===== src/rtl/ysyx_25020047_ctrl_pkg.sv =====
// Shared encodings for the multi-cycle sequencer: states, decode bit positions,
// error codes, writeback selects and store byte masks.
package ysyx_25020047_ctrl_pkg;

    typedef enum logic [3:0] {
        S_IDLE       = 4'd0,
        S_FETCH_REQ  = 4'd1,
        S_FETCH_WAIT = 4'd2,
        S_DECODE     = 4'd3,
        S_EXEC       = 4'd4,
        S_MEM_REQ    = 4'd5,
        S_MEM_WAIT   = 4'd6,
        S_WB         = 4'd7,
        S_HALT       = 4'd8
    } state_t;

    localparam int IT_ADDI   = 0;
    localparam int IT_JALR   = 1;
    localparam int IT_EBREAK = 2;
    localparam int IT_ADD    = 3;
    localparam int IT_LUI    = 4;
    localparam int IT_LW     = 5;
    localparam int IT_LBU    = 6;
    localparam int IT_SW     = 7;
    localparam int IT_SB     = 8;

    localparam logic [1:0] ERR_NONE    = 2'b00;
    localparam logic [1:0] ERR_ILLEGAL = 2'b01;
    localparam logic [1:0] ERR_IFU_TO  = 2'b10;
    localparam logic [1:0] ERR_LSU_TO  = 2'b11;

    localparam logic [1:0] RSEL_ALU  = 2'b00;
    localparam logic [1:0] RSEL_WORD = 2'b01;
    localparam logic [1:0] RSEL_BYTE = 2'b10;
    localparam logic [1:0] RSEL_SNPC = 2'b11;

    localparam logic [3:0] WMASK_NONE = 4'b0000;
    localparam logic [3:0] WMASK_WORD = 4'b1111;
    localparam logic [3:0] WMASK_BYTE = 4'b0001;

    function automatic logic is_onehot9(input logic [8:0] v);
        return (v != 9'd0) && ((v & (v - 9'd1)) == 9'd0);
    endfunction

    function automatic logic is_mem(input logic [8:0] op);
        return op[IT_LW] | op[IT_LBU] | op[IT_SW] | op[IT_SB];
    endfunction

    function automatic logic is_store(input logic [8:0] op);
        return op[IT_SW] | op[IT_SB];
    endfunction

    function automatic logic writes_rd(input logic [8:0] op);
        return op[IT_ADDI] | op[IT_JALR] | op[IT_ADD] | op[IT_LUI] | op[IT_LW] | op[IT_LBU];
    endfunction

    function automatic logic [1:0] rsel_of(input logic [8:0] op);
        if (op[IT_LW])        return RSEL_WORD;
        else if (op[IT_LBU])  return RSEL_BYTE;
        else if (op[IT_JALR]) return RSEL_SNPC;
        else                  return RSEL_ALU;
    endfunction

    function automatic logic [3:0] wmask_of(input logic [8:0] op);
        if (op[IT_SW])       return WMASK_WORD;
        else if (op[IT_SB])  return WMASK_BYTE;
        else                 return WMASK_NONE;
    endfunction

endpackage


===== src/rtl/ysyx_25020047_mc_ctrl_if.sv =====
// IFU/LSU valid-ready handshake bundle between the sequencer (master) and the memories.
interface ysyx_25020047_mc_ctrl_if;
    logic       ifu_req_valid;
    logic       ifu_req_ready;
    logic       ifu_resp_valid;
    logic       inst_en;
    logic       lsu_req_valid;
    logic       lsu_req_ready;
    logic       lsu_req_wen;
    logic [3:0] lsu_req_wmask;
    logic       lsu_resp_valid;

    modport master (
        output ifu_req_valid, inst_en, lsu_req_valid, lsu_req_wen, lsu_req_wmask,
        input  ifu_req_ready, ifu_resp_valid, lsu_req_ready, lsu_resp_valid
    );

    modport slave (
        input  ifu_req_valid, inst_en, lsu_req_valid, lsu_req_wen, lsu_req_wmask,
        output ifu_req_ready, ifu_resp_valid, lsu_req_ready, lsu_resp_valid
    );
endinterface


===== src/rtl/ysyx_25020047_wait_timer.sv =====
// Cycle counter for a request+wait state pair; expire flags the last allowed cycle.
module ysyx_25020047_wait_timer #(
    parameter int TIMEOUT_CYC = 16
) (
    input  logic clk,
    input  logic rst,
    input  logic clr,
    input  logic en,
    output logic expire
);
    localparam int W = $clog2(TIMEOUT_CYC);
    localparam logic [W-1:0] LAST = W'(TIMEOUT_CYC - 1);

    logic [W-1:0] cnt;

    always_ff @(posedge clk or posedge rst) begin
        if (rst)      cnt <= '0;
        else if (clr) cnt <= '0;
        else if (en)  cnt <= cnt + W'(1);
    end

    assign expire = (cnt == LAST);
endmodule


===== src/rtl/ysyx_25020047_mc_ctrl.sv =====
// Multi-cycle fetch/decode/execute/memory/writeback sequencer with handshake
// timeouts, halt reporting and cycle/retired-instruction counters.
//   state      | meaning
//   IDLE       | one cycle after reset release
//   FETCH_REQ  | ifu request held until accepted
//   FETCH_WAIT | waiting for the instruction word
//   DECODE     | latch inst_type, reject illegal/ebreak
//   EXEC       | one ALU cycle, route memory ops to MEM_REQ
//   MEM_REQ    | lsu request held until accepted
//   MEM_WAIT   | waiting for load data / store ack
//   WB         | register and PC update, retire
//   HALT       | sticky until reset
module ysyx_25020047_mc_ctrl
    import ysyx_25020047_ctrl_pkg::*;
#(
    parameter int TIMEOUT_CYC = 16,
    parameter int CNT_W       = 32
) (
    input  logic                  clk,
    input  logic                  rst,
    input  logic [8:0]            inst_type,
    ysyx_25020047_mc_ctrl_if.master bus,
    output logic [1:0]            rdata_sel,
    output logic                  reg_wen,
    output logic                  pc_wen,
    output logic                  halt,
    output logic [1:0]            err,
    output logic [3:0]            state_o,
    output logic [CNT_W-1:0]      cycle_cnt,
    output logic [CNT_W-1:0]      instret
);
    state_t     state, next_state;
    logic [8:0] op_q;
    logic [1:0] err_next;
    logic       expire, timer_clr, timer_en;

    ysyx_25020047_wait_timer #(.TIMEOUT_CYC(TIMEOUT_CYC)) u_timer (
        .clk    (clk),
        .rst    (rst),
        .clr    (timer_clr),
        .en     (timer_en),
        .expire (expire)
    );

    always_ff @(posedge clk or posedge rst) begin
        if (rst) state <= S_IDLE;
        else     state <= next_state;
    end

    // The exit handshake is tested before expire so it wins in the same cycle.
    always_comb begin
        next_state = state;
        err_next   = err;
        case (state)
            S_IDLE:       next_state = S_FETCH_REQ;
            S_FETCH_REQ: begin
                if (bus.ifu_req_ready) next_state = S_FETCH_WAIT;
                else if (expire) begin
                    next_state = S_HALT;
                    err_next   = ERR_IFU_TO;
                end
            end
            S_FETCH_WAIT: begin
                if (bus.ifu_resp_valid) next_state = S_DECODE;
                else if (expire) begin
                    next_state = S_HALT;
                    err_next   = ERR_IFU_TO;
                end
            end
            S_DECODE: begin
                if (!is_onehot9(inst_type)) begin
                    next_state = S_HALT;
                    err_next   = ERR_ILLEGAL;
                end else if (inst_type[IT_EBREAK]) begin
                    next_state = S_HALT;
                    err_next   = ERR_NONE;
                end else begin
                    next_state = S_EXEC;
                end
            end
            S_EXEC:       next_state = is_mem(op_q) ? S_MEM_REQ : S_WB;
            S_MEM_REQ: begin
                if (bus.lsu_req_ready) next_state = S_MEM_WAIT;
                else if (expire) begin
                    next_state = S_HALT;
                    err_next   = ERR_LSU_TO;
                end
            end
            S_MEM_WAIT: begin
                if (bus.lsu_resp_valid) next_state = S_WB;
                else if (expire) begin
                    next_state = S_HALT;
                    err_next   = ERR_LSU_TO;
                end
            end
            S_WB:         next_state = S_FETCH_REQ;
            S_HALT:       next_state = S_HALT;
            default:      next_state = S_IDLE;
        endcase
    end

    always_comb begin
        bus.ifu_req_valid = 1'b0;
        bus.inst_en       = 1'b0;
        bus.lsu_req_valid = 1'b0;
        bus.lsu_req_wen   = 1'b0;
        bus.lsu_req_wmask = WMASK_NONE;
        rdata_sel         = RSEL_ALU;
        reg_wen           = 1'b0;
        pc_wen            = 1'b0;
        halt              = 1'b0;
        case (state)
            S_FETCH_REQ:  bus.ifu_req_valid = 1'b1;
            S_FETCH_WAIT: bus.inst_en = bus.ifu_resp_valid;
            S_MEM_REQ: begin
                bus.lsu_req_valid = 1'b1;
                bus.lsu_req_wen   = is_store(op_q);
                bus.lsu_req_wmask = wmask_of(op_q);
            end
            S_WB: begin
                pc_wen    = 1'b1;
                reg_wen   = writes_rd(op_q);
                rdata_sel = rsel_of(op_q);
            end
            S_HALT:       halt = 1'b1;
            default:      ;
        endcase
    end

    // Timer restarts only on entry to a request state, so it spans the req+wait pair.
    assign timer_clr = ((next_state == S_FETCH_REQ) && (state != S_FETCH_REQ)) ||
                       ((next_state == S_MEM_REQ)   && (state != S_MEM_REQ));
    assign timer_en  = (state == S_FETCH_REQ) || (state == S_FETCH_WAIT) ||
                       (state == S_MEM_REQ)   || (state == S_MEM_WAIT);

    always_ff @(posedge clk or posedge rst) begin
        if (rst) begin
            op_q      <= '0;
            err       <= ERR_NONE;
            cycle_cnt <= '0;
            instret   <= '0;
        end else begin
            if (state == S_DECODE) op_q <= inst_type;
            if (state != S_HALT) begin
                err       <= err_next;
                cycle_cnt <= cycle_cnt + CNT_W'(1);
            end
            if (state == S_WB) instret <= instret + CNT_W'(1);
        end
    end

    assign state_o = state;
endmodule


===== src/flat_wrapper.sv =====
// flat-port wrapper written by rule: the top's interface ports become plain ports
module ysyx_25020047_mc_ctrl_flat import ysyx_25020047_ctrl_pkg::*;
#(
    parameter int TIMEOUT_CYC = 16,
    parameter int CNT_W       = 32
)
  (clk, rst, inst_type, rdata_sel, reg_wen, pc_wen, halt, err, state_o, cycle_cnt, instret, bus_ifu_req_valid, bus_inst_en, bus_lsu_req_valid, bus_lsu_req_wen, bus_lsu_req_wmask, bus_ifu_req_ready, bus_ifu_resp_valid, bus_lsu_req_ready, bus_lsu_resp_valid);
  ysyx_25020047_mc_ctrl_if bus_i ();
  input  logic clk;
  input  logic rst;
  input  logic [8:0] inst_type;
  output logic [1:0] rdata_sel;
  output logic reg_wen;
  output logic pc_wen;
  output logic halt;
  output logic [1:0] err;
  output logic [3:0] state_o;
  output logic [CNT_W-1:0] cycle_cnt;
  output logic [CNT_W-1:0] instret;
  output wire logic [$bits(bus_i.ifu_req_valid)-1:0] bus_ifu_req_valid;
  output wire logic [$bits(bus_i.inst_en)-1:0] bus_inst_en;
  output wire logic [$bits(bus_i.lsu_req_valid)-1:0] bus_lsu_req_valid;
  output wire logic [$bits(bus_i.lsu_req_wen)-1:0] bus_lsu_req_wen;
  output wire logic [$bits(bus_i.lsu_req_wmask)-1:0] bus_lsu_req_wmask;
  input wire logic [$bits(bus_i.ifu_req_ready)-1:0] bus_ifu_req_ready;
  input wire logic [$bits(bus_i.ifu_resp_valid)-1:0] bus_ifu_resp_valid;
  input wire logic [$bits(bus_i.lsu_req_ready)-1:0] bus_lsu_req_ready;
  input wire logic [$bits(bus_i.lsu_resp_valid)-1:0] bus_lsu_resp_valid;
  assign bus_ifu_req_valid = bus_i.ifu_req_valid;
  assign bus_inst_en = bus_i.inst_en;
  assign bus_lsu_req_valid = bus_i.lsu_req_valid;
  assign bus_lsu_req_wen = bus_i.lsu_req_wen;
  assign bus_lsu_req_wmask = bus_i.lsu_req_wmask;
  assign bus_i.ifu_req_ready = bus_ifu_req_ready;
  assign bus_i.ifu_resp_valid = bus_ifu_resp_valid;
  assign bus_i.lsu_req_ready = bus_lsu_req_ready;
  assign bus_i.lsu_resp_valid = bus_lsu_resp_valid;
  ysyx_25020047_mc_ctrl #(.TIMEOUT_CYC(TIMEOUT_CYC), .CNT_W(CNT_W)) u_core (.clk(clk), .rst(rst), .inst_type(inst_type), .bus(bus_i), .rdata_sel(rdata_sel), .reg_wen(reg_wen), .pc_wen(pc_wen), .halt(halt), .err(err), .state_o(state_o), .cycle_cnt(cycle_cnt), .instret(instret));
endmodule

===== config.mk =====
export PLATFORM = sky130hd
export DESIGN_NAME = ysyx_25020047_mc_ctrl_flat
export DESIGN_NICKNAME = d
export VERILOG_FILES = /design/src/rtl/ysyx_25020047_ctrl_pkg.sv /design/src/rtl/ysyx_25020047_mc_ctrl_if.sv /design/src/rtl/ysyx_25020047_wait_timer.sv /design/src/rtl/ysyx_25020047_mc_ctrl.sv /design/src/flat_wrapper.sv
export SDC_FILE = /design/constraint.sdc
export NUM_CORES = 1
export LEC_CHECK = 0
export ABC_AREA = 0
export BUFFER_PORTS_ARGS = -buffer_cell sky130_fd_sc_hd__buf_4
export CAP_MARGIN = 20
export CORE_MARGIN = 10
export CORE_UTILIZATION = 57
export CTS_CLUSTER_DIAMETER = 30
export DETAILED_ROUTE_END_ITERATION = 7
export PLACE_DENSITY = 0.84
export SLEW_MARGIN = 20
export SYNTH_ARGS = -nofsm -noshare
export SYNTH_HDL_FRONTEND = slang
export SYNTH_HIERARCHICAL = 1
export SYNTH_SLANG_ARGS = --single-unit

===== constraint.sdc =====
create_clock -name clk -period 6.8 [get_ports clk]
set_input_delay 1.02 -clock clk [delete_from_list [all_inputs] [get_ports clk]]
set_output_delay 1.02 -clock clk [all_outputs]
set_load 0.05 [all_outputs]

==> results.md <==
- Outcome: finished clean
- Cts bufs inserted: 9
- Cell internal pwr: 917.0 µW
- Largest net degree at the start of global routing: 79
- CTS Hold Bufs: 0
- Static Leak: 0.002472 µW
- List of most frequent post-synthesis cells: 82 x dfrtp_1, 57 x nand2_1, 47 x xnor2_1
- Startpoint types: flip-flop
- Via density: 5.498
- Fill cells: 509
- Vias: 3288
- Die ar.: 10800 µm²
- Setup ws final: 3.670 ns
- Hpwl dp: 7.305 mm
- CTS H-Tree Depth: 3
- HP Class: reg -> reg
- Slew margin rel.: 36.83%
- Synth top area cells: dfrtp_1 51%, xnor2_1 10%, nand2_1 5.3%, nand3_1 3.9%, xor2_1 3.5%
- Top-Level Pins: 98
- Worst slack, placed: 3.482 ns
- Width of the chip: 103.9 µm
- Core area: 6832 µm²
- Area of the multi-input gates: 1871 µm²
- Worst slew pin tran: 0.9475 ns
- Clk_skew: 0.01147 ns
- Synthesized instance count: 398
- Root buf cell: clkbuf_8
- Total gr overflow: 0
- Largest area contributor in the netlist: dfrtp_1
- Starting Density: 58.79%
- Overall Global Routing Usage: 17.49%
- Post-synth top area share: 51.09%
- Count leader, synth: dfrtp_1
- CP cell instances: nor2b_1 > and2_1 > o21a_1 > buf_4
- Setup TNS: 0 ns
- Delay-heaviest family, CP: simple AND/OR/NAND/NOR gates
- Peak VDD IR: 0.0002315 V
- Sw frac: 39.73%
- Uppermost routed layer: met4
- Max FO, Critical Path: 16
- Metal2 WL: 4.770 mm
- Clock slew at reported path FFs: 0.08 ns
- Crit end category: output pin
- Synthesized area: 4016 µm²
- Synth Area per Inst: 10.09 µm²
- Net Sw Power: 604.4 µW
- Buffers & Inverters on Critical Path: 1
- Final worst path period share: 46.03%
- Share of cells above drive strength 1: 25.50%
- Post-CTS setup buffer count: 0
- Final Max Tran Viols: 0
- Port bufs: 97
- Flops & latches, synth: 82
- Synth Warn #: 6
- Routed Antenna Nets: 0
- Slowest-stage cell, CP: dfrtp_1
- Global-route wire length before repair: 15.93 mm
- Sequential Power Share: 43.0%
- Max Root-Sink Buffers: 2
- WL per Instance: 16.20 µm
- Final count of hold timing violations: 0
- WL met1: 4.145 mm
- Drt first pass iters: 6
- Final nets: 515
- Synth cell types: 50
- Routed wl met3: 628 µm
- CP arrival: 2.11 ns
- Post-layout instance area: 5036 µm²
- WL final: 9.688 mm
- Die height: 103.9 µm
- Register area share after synthesis: 51.09%
- Clock latency on the worst-skew pair: 0.35 ns
- Post-CTS sizing: 0
- Setup violators final: 0
- Diode count: 0
- Dominant synthesized flop cell: dfrtp_1
- Routability cong.: 0.8878
- Clock Power Share: 24.2%
- DRT iter0 DRCs: 168
- Layout Utilization: 73.72%
- CTS tree: done
- Number of global-route vias before repair: 3363
- EDFF count, synth: 0
- Fmax: 0.3195 GHz
- Initial antenna violation count: 0
- Worst Path Required: 5.78 ns
- Max incr delay on CP: 0.64 ns
- Min cycle time layout: 3.130 ns
- Area Growth Syn to Fin: 25.39%
- Power Dens Cells: 302.1 nW/µm²
- Combinational power share: 32.8%
- Sequential Area: 2052 µm²
- DRC Markers: 0
- Placed cell area: 4822 µm²
- # clock sinks: 82
- Async S/R FF share, synth: 100.0%
- RSZ-0062 raised after global routing: false
- Final Power: 1521 µW
- Max-cap violations: 0
- FP Rows: 30
- Synthesized net count: 416
- Worst Setup Path Type: reg -> out
## flip-flops by register name (all words and copies together) (netlist names)
signal              flops
u_core/u_timer/cnt      4
u_core/cycle_cnt       32
u_core/instret         32
u_core/op_q             8
u_core/state_o          4
u_core/err              2
## power by group through the flow
stage / sequential, µW / clock, µW / combinational, µW
floorplan: 750 / 0 / 253
finish: 655 / 368 / 499
CTS: 653 / 374 / 497
detailed placement: 661 / 0 / 496
global placement: 655 / 0 / 478
global route: 666 / 397 / 539
## kinds of logic (layout without fill, tap and decap cells)
logic type / Yosys count / in the layout / share of synthesized area [%]
AND/OR/NAND/NOR: 190 / 190 / 25.02
adder cells (fa/ha/maj): 4 / 4 / 1.184
XOR/XNOR: 63 / 63 / 13.74
flip-flops: 82 / 82 / 51.09
AO/OA/AOI/OAI: 35 / 35 / 5.982
multiplexers: 2 / 2 / 0.6230
buffers and inverters: 22 / 126 / 2.367
## routing by layer
metal | GRT usage (%) | vias up
li1 | - | 1558
met1 | 20.16 | 1591
met2 | 30.05 | 122
met3 | 4.895 | 17
met4 | 6.660 | 0
met5 | 0 | -
## layout make-up
class                      count  share of cell area, %
sequential                    82                  40.75
multi-input combinational    294                  37.14
timing repair buffer          98                  14.61
clock buffer                  11                  3.006
tap                           96                  2.385
clock inverter                 5                  1.217
inverter                      12                 0.8944
## worst paths after layout
path	from	endpoint	slack, ns	depth (start not counted)
worst max-delay path	u_core/state_o[0]	bus_lsu_req_wen	3.67	4
worst min-delay path	u_core/instret[31]	u_core/instret[31]	0.48	1
worst max register to register	u_core/state_o[1]	u_core/u_timer/cnt[3]	3.88	7
worst min register to register	u_core/instret[31]	u_core/instret[31]	0.48	1
max in group asynchronous	rst	u_core/state_o[3]	5.22	3
min in group asynchronous	rst	u_core/u_timer/cnt[0]	0.57	2
## per-stage QoR
step,hold WS (ns),std cells
final,0.4751,598
after global routing,0.4887,598
after CTS,0.4793,598
after detailed placement,0.4675,582
after global placement,0.4583,582
after floorplan,0.4465,398
## cells in the final DEF, fill, tap and decap left out, types with 2 or more instances in the layout
cell / count
a21oi_1: 8
a22o_1: 3
and2_1: 4
and2b_2: 2
and3_1: 16
and4_1: 4
buf_4: 98
clkbuf_8: 11
clkinvlp_4: 3
dfrtp_1: 82
ha_1: 3
inv_1: 10
inv_2: 2
nand2_1: 57
nand2b_1: 5
nand3_1: 31
nand3b_1: 2
nand4_1: 13
nor2_1: 25
nor2b_1: 6
nor3_1: 10
nor4_1: 6
o21ai_0: 10
or4_4: 2
or4b_1: 2
xnor2_1: 47
xor2_1: 16
## worst reg2reg max path, stage by stage, from the launching register on
cell and delay [ns]:
dfrtp_1 0.64, nor2b_1 0.25, a22o_1 0.26, a22oi_1 0.25, o311ai_1 0.18, a2111oi_1 0.82, nor2b_1 0.13, mux2_4 0.29
No activity file was read; power rests on OpenSTA's default activity.
